### src/rtl/m6800_slave_if.sv
// 6800-style synchronous bus signals between the 68000 bus emulator (master)
// and a peripheral responder (slave).
interface m6800_slave_if;
    logic        E;
    logic        AS_CPU_n;
    logic        CPUSPACE;
    logic        RW;
    logic [23:1] A;
    logic [7:0]  D_IN;
    logic [7:0]  D_OUT;
    logic        D_OE;
    logic        VPA_n;
    logic        VMA_n;

    modport slave (
        input  E, AS_CPU_n, CPUSPACE, RW, A, D_IN, VMA_n,
        output D_OUT, D_OE, VPA_n
    );

    modport master (
        output E, AS_CPU_n, CPUSPACE, RW, A, D_IN, VMA_n,
        input  D_OUT, D_OE, VPA_n
    );
endinterface

### src/rtl/m6800_slave.sv
// 6800 synchronous-bus responder with an 8-bit register file, clocked on C7M.
// Define M6800_SLAVE_IRQ_EN to add the ISR/IMR interrupt block and the IRQ_SRC port.
module m6800_slave #(
    parameter int               DEC_W = 8,
    parameter logic [DEC_W-1:0] BASE  = 8'hBF,
    parameter int               NREGS = 16
) (
    input  logic               C7M,
    input  logic               RESET,
    m6800_slave_if.slave       bus,
`ifdef M6800_SLAVE_IRQ_EN
    input  logic [7:0]         IRQ_SRC,
`endif
    output logic [8*NREGS-1:0] REGS,
    output logic               INT2_n
);

    typedef enum logic [1:0] {
        S_IDLE,
        S_DECODE,
        S_ACCESS,
        S_HOLD
    } state_t;

    state_t     state_q;
    logic       vpa_n_q;
    logic       d_oe_q;
    logic [7:0] d_out_q;
    logic [3:0] idx_q;
    logic       rw_q;
    logic       e_meta_q;
    logic       e_sync_q;
    logic       e_prev_q;

    logic       e_rise;
    logic       e_fall;
    logic       hit;
    logic [3:0] idx_d;
    logic [7:0] rd_data;
    logic       wr_stb;
    logic       rd_stb;
    logic       unused_addr;

    logic [7:0] reg_vals [NREGS];

    assign e_rise = e_sync_q & ~e_prev_q;
    assign e_fall = ~e_sync_q & e_prev_q;

    assign hit   = ~bus.AS_CPU_n & ~bus.CPUSPACE & (bus.A[23:24-DEC_W] == BASE);
    assign idx_d = bus.A[4:1];
    assign unused_addr = ^bus.A;

    // Register strobes fire on E_fall even if AS is released on the same edge.
    assign wr_stb = (state_q == S_ACCESS) & e_fall & ~rw_q;
    assign rd_stb = (state_q == S_ACCESS) & e_fall & rw_q;

    always_comb begin
        rd_data = '0;
        for (int i = 0; i < NREGS; i++) begin
            if (idx_d == 4'(i)) begin
                rd_data = reg_vals[i];
            end
        end
    end

    always_ff @(posedge C7M) begin
        if (RESET) begin
            state_q  <= S_IDLE;
            vpa_n_q  <= 1'b1;
            d_oe_q   <= 1'b0;
            d_out_q  <= '0;
            idx_q    <= '0;
            rw_q     <= 1'b1;
            e_meta_q <= 1'b0;
            e_sync_q <= 1'b0;
            e_prev_q <= 1'b0;
        end else begin
            e_meta_q <= bus.E;
            e_sync_q <= e_meta_q;
            e_prev_q <= e_sync_q;

            case (state_q)
                S_IDLE: begin
                    if (hit) begin
                        state_q <= S_DECODE;
                        vpa_n_q <= 1'b0;
                    end
                end
                S_DECODE: begin
                    if (bus.AS_CPU_n) begin
                        state_q <= S_IDLE;
                        vpa_n_q <= 1'b1;
                    end else if (!bus.VMA_n && e_rise) begin
                        state_q <= S_ACCESS;
                        idx_q   <= idx_d;
                        rw_q    <= bus.RW;
                        if (bus.RW) begin
                            d_out_q <= rd_data;
                            d_oe_q  <= 1'b1;
                        end
                    end
                end
                S_ACCESS: begin
                    if (e_fall) begin
                        if (bus.AS_CPU_n) begin
                            state_q <= S_IDLE;
                            vpa_n_q <= 1'b1;
                            d_oe_q  <= 1'b0;
                        end else begin
                            state_q <= S_HOLD;
                        end
                    end else if (bus.AS_CPU_n) begin
                        state_q <= S_IDLE;
                        vpa_n_q <= 1'b1;
                        d_oe_q  <= 1'b0;
                    end
                end
                S_HOLD: begin
                    if (bus.AS_CPU_n) begin
                        state_q <= S_IDLE;
                        vpa_n_q <= 1'b1;
                        d_oe_q  <= 1'b0;
                    end
                end
                default: begin
                    state_q <= S_IDLE;
                    vpa_n_q <= 1'b1;
                    d_oe_q  <= 1'b0;
                end
            endcase
        end
    end

    assign bus.VPA_n = vpa_n_q;
    assign bus.D_OE  = d_oe_q;
    assign bus.D_OUT = d_out_q;

    genvar gi;
    generate
        for (gi = 0; gi < NREGS; gi++) begin : g_reg
            logic [7:0] reg_q;
            logic       sel;

            assign sel = (idx_q == 4'(gi));

`ifdef M6800_SLAVE_IRQ_EN
            if (gi == NREGS - 2) begin : g_isr
                // Sticky status: new sources OR in after the read-clear, so a set wins.
                always_ff @(posedge C7M) begin
                    if (RESET) begin
                        reg_q <= '0;
                    end else begin
                        reg_q <= ((rd_stb && sel) ? 8'h00 : reg_q) | IRQ_SRC;
                    end
                end
            end else begin : g_rw
                always_ff @(posedge C7M) begin
                    if (RESET) begin
                        reg_q <= '0;
                    end else if (wr_stb && sel) begin
                        reg_q <= bus.D_IN;
                    end
                end
            end
`else
            always_ff @(posedge C7M) begin
                if (RESET) begin
                    reg_q <= '0;
                end else if (wr_stb && sel) begin
                    reg_q <= bus.D_IN;
                end
            end
`endif

            assign reg_vals[gi]    = reg_q;
            assign REGS[8*gi +: 8] = reg_q;
        end
    endgenerate

`ifdef M6800_SLAVE_IRQ_EN
    logic int2_n_q;

    always_ff @(posedge C7M) begin
        if (RESET) begin
            int2_n_q <= 1'b1;
        end else begin
            int2_n_q <= ~|(reg_vals[NREGS-2] & reg_vals[NREGS-1]);
        end
    end

    assign INT2_n = int2_n_q;
`else
    logic unused_rd_stb;
    assign unused_rd_stb = rd_stb;
    assign INT2_n = 1'b1;
`endif

endmodule
### src/flat_wrapper.sv
// flat-port wrapper written by rule: the top's interface ports become plain ports
module m6800_slave_flat 
#(
    parameter int               DEC_W = 8,
    parameter logic [DEC_W-1:0] BASE  = 8'hBF,
    parameter int               NREGS = 16
)
  (C7M, RESET, REGS, INT2_n, bus_E, bus_AS_CPU_n, bus_CPUSPACE, bus_RW, bus_A, bus_D_IN, bus_VMA_n, bus_D_OUT, bus_D_OE, bus_VPA_n);
  m6800_slave_if bus_i ();
  input  logic C7M;
  input  logic RESET;
  output logic [8*NREGS-1:0] REGS;
  output logic INT2_n;
  input wire logic [$bits(bus_i.E)-1:0] bus_E;
  input wire logic [$bits(bus_i.AS_CPU_n)-1:0] bus_AS_CPU_n;
  input wire logic [$bits(bus_i.CPUSPACE)-1:0] bus_CPUSPACE;
  input wire logic [$bits(bus_i.RW)-1:0] bus_RW;
  input wire logic [$bits(bus_i.A)-1:0] bus_A;
  input wire logic [$bits(bus_i.D_IN)-1:0] bus_D_IN;
  input wire logic [$bits(bus_i.VMA_n)-1:0] bus_VMA_n;
  output wire logic [$bits(bus_i.D_OUT)-1:0] bus_D_OUT;
  output wire logic [$bits(bus_i.D_OE)-1:0] bus_D_OE;
  output wire logic [$bits(bus_i.VPA_n)-1:0] bus_VPA_n;
  assign bus_i.E = bus_E;
  assign bus_i.AS_CPU_n = bus_AS_CPU_n;
  assign bus_i.CPUSPACE = bus_CPUSPACE;
  assign bus_i.RW = bus_RW;
  assign bus_i.A = bus_A;
  assign bus_i.D_IN = bus_D_IN;
  assign bus_i.VMA_n = bus_VMA_n;
  assign bus_D_OUT = bus_i.D_OUT;
  assign bus_D_OE = bus_i.D_OE;
  assign bus_VPA_n = bus_i.VPA_n;
  m6800_slave #(.DEC_W(DEC_W), .BASE(BASE), .NREGS(NREGS)) u_core (.C7M(C7M), .RESET(RESET), .bus(bus_i), .REGS(REGS), .INT2_n(INT2_n));
endmodule
### config.mk
export PLATFORM = sky130hd
export DESIGN_NAME = m6800_slave_flat
export DESIGN_NICKNAME = d
export VERILOG_FILES = /design/src/rtl/m6800_slave_if.sv /design/src/rtl/m6800_slave.sv /design/src/flat_wrapper.sv
export SDC_FILE = /design/constraint.sdc
export NUM_CORES = 1
export LEC_CHECK = 0
export ABC_AREA = 0
export CAP_MARGIN = 20
export CORE_UTILIZATION = 51
export CTS_CLUSTER_DIAMETER = 40
export CTS_CLUSTER_SIZE = 28
export DETAILED_ROUTE_END_ITERATION = 7
export PLACE_DENSITY = 0.83
export SLEW_MARGIN = 20
export SYNTH_ARGS = -nofsm -noshare
export SYNTH_HDL_FRONTEND = slang
export SYNTH_SLANG_ARGS = --single-unit
### constraint.sdc
create_clock -name C7M -period 3.5 [get_ports C7M]
set_input_delay 0.35 -clock C7M [delete_from_list [all_inputs] [get_ports C7M]]
set_output_delay 0.35 -clock C7M [all_outputs]
set_load 0.02 [all_outputs]
---- Word-level counts from Yosys, hierarchy flattened ----
Index checks and enable logic that the tools add are counted.
storage, ports and cells
  ROM bits ................................ 0
  bits in latches ......................... 0
  memories ................................ 0
  input bits .............................. 38
  output and inout bits ................... 139
  memory bits (writable) .................. 0
  bits in registers ....................... 148
cells by class
  shifts and indexed selects .............. 0
  equality and inequality tests ........... 41
  $mul .................................... 0
  bitwise operators ....................... 11
  divide/modulo/power cells ............... 0
  mux-type cells .......................... 31
  reductions and logical operators ........ 29
  add/subtract/negate cells ............... 0
  magnitude comparators ................... 0
operator list
  cell                                                   count
  2-to-1 mux 8 bit                                       16
  == test 4 bit, second input constant                   16
  == test 4 x 3 -> 1 bit, second input constant          8
  logical AND 1 bit                                      17
  == test 4 x 2 -> 1 bit, second input constant          4
  2-to-1 mux 2 bit                                       6
  == test 4 x 1 -> 1 bit, second input constant          2
  == test 8 bit, second input constant                   1
  logical NOT 4 bit                                      2
  inequality test 2 x 1 -> 1 bit, second input constant  4
  case mux 2 bit (4 select lines)                        1
  bitwise AND 1 bit                                      6
  2-to-1 mux 1 bit                                       6
  NOT 1 bit                                              5
  AND reduction 5 bit                                    1
  == test 2 bit, second input constant                   2
  inequality test 2 bit, second input constant           2
  case mux 1 bit (2 select lines)                        2
  AND reduction 2 bit                                    2
  AND reduction 4 bit                                    1
  inequality test 3 x 2 -> 1 bit, second input constant  1
  AND reduction 3 bit                                    1
  OR reduction 3 bit                                     1
  == test 2 x 1 -> 1 bit, second input constant          1
  other kinds (4)                                        4

---- Logic depth before layout (Yosys ltp) ----
  depth after elaboration ................. 17
  depth in mapped cells ................... 8
  gate-level depth less buffers ........... 5

---- Worst setup path before layout ----
Ideal clock, no wire load.
  path type ............................... input-to-reg
  from .................................... input bus_A[0]
  to ...................................... register u_core.d_out_q[2] (netlist: u_core.bus.D_OUT[2])
  required time ........................... 3.368 ns
  setup time .............................. 0.132 ns
  data arrival time ....................... 1.679 ns
  slack ................................... 1.689 ns
  cell stages on the path ................. 6
  buffers on the path ..................... 2
  path through ............................ buf_4 buf_4 mux4_2 mux2_2 o221ai_1 a21oi_1
on the way
  longest elaborated chain between the ends .. 17
  elaborated cells on any way between the ends .. 32
  those cells by class .................... eq/ne: 15; mux: 16; reduce/logical: 1
RTL lines
  what                             RTL line            RTL
  from (decl)                      flat_wrapper.sv:18  input wire logic [$bits(bus_i.A)-1:0] bus_A;
  logical NOT 4 bit                m6800_slave.sv:60   if (idx_d == 4'(i)) begin
  2-to-1 mux 8 bit (15 in series)  m6800_slave.sv:60
  2-to-1 mux 8 bit (*)             m6800_slave.sv:60
  to (signal assigned)             m6800_slave.sv:98   d_out_q <= rd_data;
  to (decl)                        m6800_slave.sv:28   logic [7:0] d_out_q;
Every way passes the cells marked *; elsewhere a longest branch is shown, timed or not.
A chain may end at the register's enable or synchronous reset.

---- Final worst setup path ----
  from .................................... register u_core.e_sync_q
  to ...................................... register u_core.g_reg[3].reg_q[0]
on the way
  longest elaborated chain between the ends .. 5
RTL lines
  what                             RTL line            RTL
  from (decl)                      m6800_slave.sv:32   logic e_sync_q;
  from (signal assigned)           m6800_slave.sv:79   e_sync_q <= e_meta_q;
  NOT 1 bit                        m6800_slave.sv:47   assign e_fall = ~e_sync_q & e_prev_q;
  bitwise AND 1 bit                m6800_slave.sv:47
  bitwise AND 1 bit (2 in series)  m6800_slave.sv:54   assign wr_stb = (state_q == S_ACCESS) & e_fall & ~rw_q;
  logical AND 1 bit                m6800_slave.sv:169  end else if (wr_stb && sel) begin
  to (signal assigned)             m6800_slave.sv:170  reg_q <= bus.D_IN;
  to (decl)                        m6800_slave.sv:141  logic [7:0] reg_q;
Every way passes these cells.

==> out/metrics.yaml <==
fin_nets: 855
areaGrowthSynthToFinish_pct: 33.2
power.leakage_nw: 3.91
die_x_um: 117
drc: 0
portBuffers: 164
synth_edf_count: 0
ys_top_cells_by_area: "dfxtp_1, mux2i_1, nor2_1, mux4_2, clkbuf_1"
yosys.area.top_type_share_pct: 44.3
place_inst: 970
required_ns: 3.80
synth_top_area_cell: "dfxtp_1"
dp.final_hpwl_um: 14100
setup_slack_ns: 1.14
diodes: 0
ys_ff_latch: 148
clk_latency_ns: 0.43
ys_warn_count: 0
viasPerCell: 5.84
antenna_found_initial: 0
post-route-period-util_pct: 67.4
dr.pass1.iters: 7
outcome: "finished clean"
vdd_drop_max_mv: 0.351
register_area_sq_um: 2960
cts_max_level: 4
synthesis.area_sq_um: 6690
die_h_um: 117
synth_fp_nets: 721
setup_viol: 0
end_kind: "flop"
synth_cell_types: 54
critPathLaunchType: "flop"
gp_congestion: 0.925
cts_made_buffers: 17
ant_nets: 0
rsz0062_at_grt: "no"
grt_use_total_pct: 30.7
tightest_slew_ns: 0.857
netlist_instances: 683
synthTopCellsByCount: "mux2i_1, dfxtp_1, nor2_1, clkbuf_1, nand2_1"
wl_per_cell_um: 20.4
skew_ns: 0.00573
clk_transition_reported_paths_ns: 0.06
dieArea_sq_um: 13600
first_global_vias: 5657
clock-sinks: 148
avgSynthCellArea_sq_um: 9.79
power_mw: 3.62
min_path_type: "in -> reg"
synth.most_common_cell: "mux2i_1"
grt_max_degree: 62
clockBufferDepth: 2
maxSlewHeadroom_pct: 42.7
core_area_sq_um: 12700
grt-ovfl-total: 0
postCtsSetupRepairBufs: 0
fmax_ghz: 0.424
async_flop_share_pct: 0
drv_cap: 0
hold_violations: 0
power_density_nw_per_um2: 406
drt_wl_total_um: 20400
io_pins: 177
start_util_pct: 52.6
cts_root_buf: "clkbuf_16"
nFillCells: 969
multiInputGateArea_sq_um: 3460
finalNonFillerCells: 1001
critPathMaxFanout: 8
arrival_ns: 2.67
post_cts_resized: 0
vias: 5844
crit_type: "reg -> reg"
drt_iter0_markers: 709
rows: 41
cts_tree: "built"
fin_tns_setup_ns: 0
layout_min_cycle_time_ns: 2.36
place_ws_ns: 1.02
synth_ff_type: "dfxtp_1"
drive_gt1_share_pct: 8.08
grt_pass1_wl_um: 30600
synth_seq_area_share_pct: 44.3
holdBufCountCts: 0
drv_slew: 0
==> per-layer routing <==
| layer | up-vias | global-route usage, % | part of all wire, % |
|---|---|---|---|
| li1 | 2670 | - | - |
| met1 | 2832 | 36.3 | 40 |
| met2 | 277 | 51.2 | 49 |
| met3 | 65 | 7.99 | 7.5 |
| met4 | 0 | 16.3 | 3.8 |
| met5 | - | 0 | 0 |
==> registers in the layout (all words and copies together) (netlist names) <==
name	cells
u_core.bus.D_OE	1
u_core.bus.D_OUT	8
u_core.bus.VPA_n	1
u_core.e_meta_q	1
u_core.e_prev_q	1
u_core.e_sync_q	1
u_core.g.reg_q	128
u_core.idx_q	4
u_core.rw_q	1
u_core.state_q	2
==> report_power, final <==
| group | internal [mW] | leakage [nW] | switching (mW) | total, mW |
|---|---|---|---|---|
| clock network | 1.07 | 0.287 | 0.686 | 1.75 |
| registers | 1.69 | 1.19 | 0.000623 | 1.69 |
| logic | 0.0636 | 2.43 | 0.117 | 0.181 |
| total | 2.82 | 3.91 | 0.804 | 3.62 |
==> final timing paths <==
kind / from / endpoint / slack (ns) / cells after the start
setup / recovery: u_core.e_sync_q / u_core.g_reg[3].reg_q[0] / 1.14 / 5
hold / removal: RESET / u_core.g_reg[11].reg_q[3] / 0.43 / 2
setup reg to reg: u_core.e_sync_q / u_core.g_reg[3].reg_q[0] / 1.14 / 5
hold reg to reg: u_core.e_meta_q / u_core.e_sync_q / 0.46 / 1
==> metrics by stage <==
stage,cell area (sq um),hold WS [ns],util (%)
2_1_floorplan,6690,0.414,-
3_3_place_gp,8350,0.432,65.6
3_5_place_dp,8350,0.450,65.6
4_1_cts,8910,0.414,70.1
5_1_grt,8910,0.441,70.1
6_report,8910,0.426,70.1
==> placed cells by master (no fill, tap or decap), drive strengths merged, types with 3 or more instances in the layout <==
master	n
a211oi	3
a21oi	18
a311oi	4
and3	3
buf	12
clkbuf	19
clkdlybuf4s50	161
clkinv	9
dfxtp	148
inv	4
mux2	5
mux2i	158
mux4	12
nand2	23
nand2b	9
nand3	6
nand3b	8
nand4	3
nand4b	4
nor2	144
nor2b	8
nor3	7
o21a	4
o21ai	14
o22ai	4
o31ai	3
==> cell type report <==
class | count | area share, %
Tap cell | 172 | 2.41
Sequential cell | 148 | 33.2
Clock buffer | 19 | 5.08
Multi-Input combinational cell | 473 | 38.8
Timing Repair Buffer | 173 | 19.0
Inverter | 4 | 0.168
Clock inverter | 12 | 1.26
==> cell families (layout without fill, tap and decap cells) <==
group                  after synthesis  after routing  synth area share, %
muxes                              175            175                 28.5
and+or+nand+nor                    225            225                 15.8
DFF                                148            148                 44.3
buffers and inverters               62            208                 4.02
AOI/OAI and AO/OA                   72             72                 7.30
other                                1              1               0.0561
==> worst max-delay path: stages (launching register included) <==
cell	delay [ns]
dfxtp_1	0.32
nand2b_1	0.23
nor4_4	0.53
nand4b_1	0.70
mux2i_1	0.39
nor2_1	0.06
(Power assumes the default switching activity.)
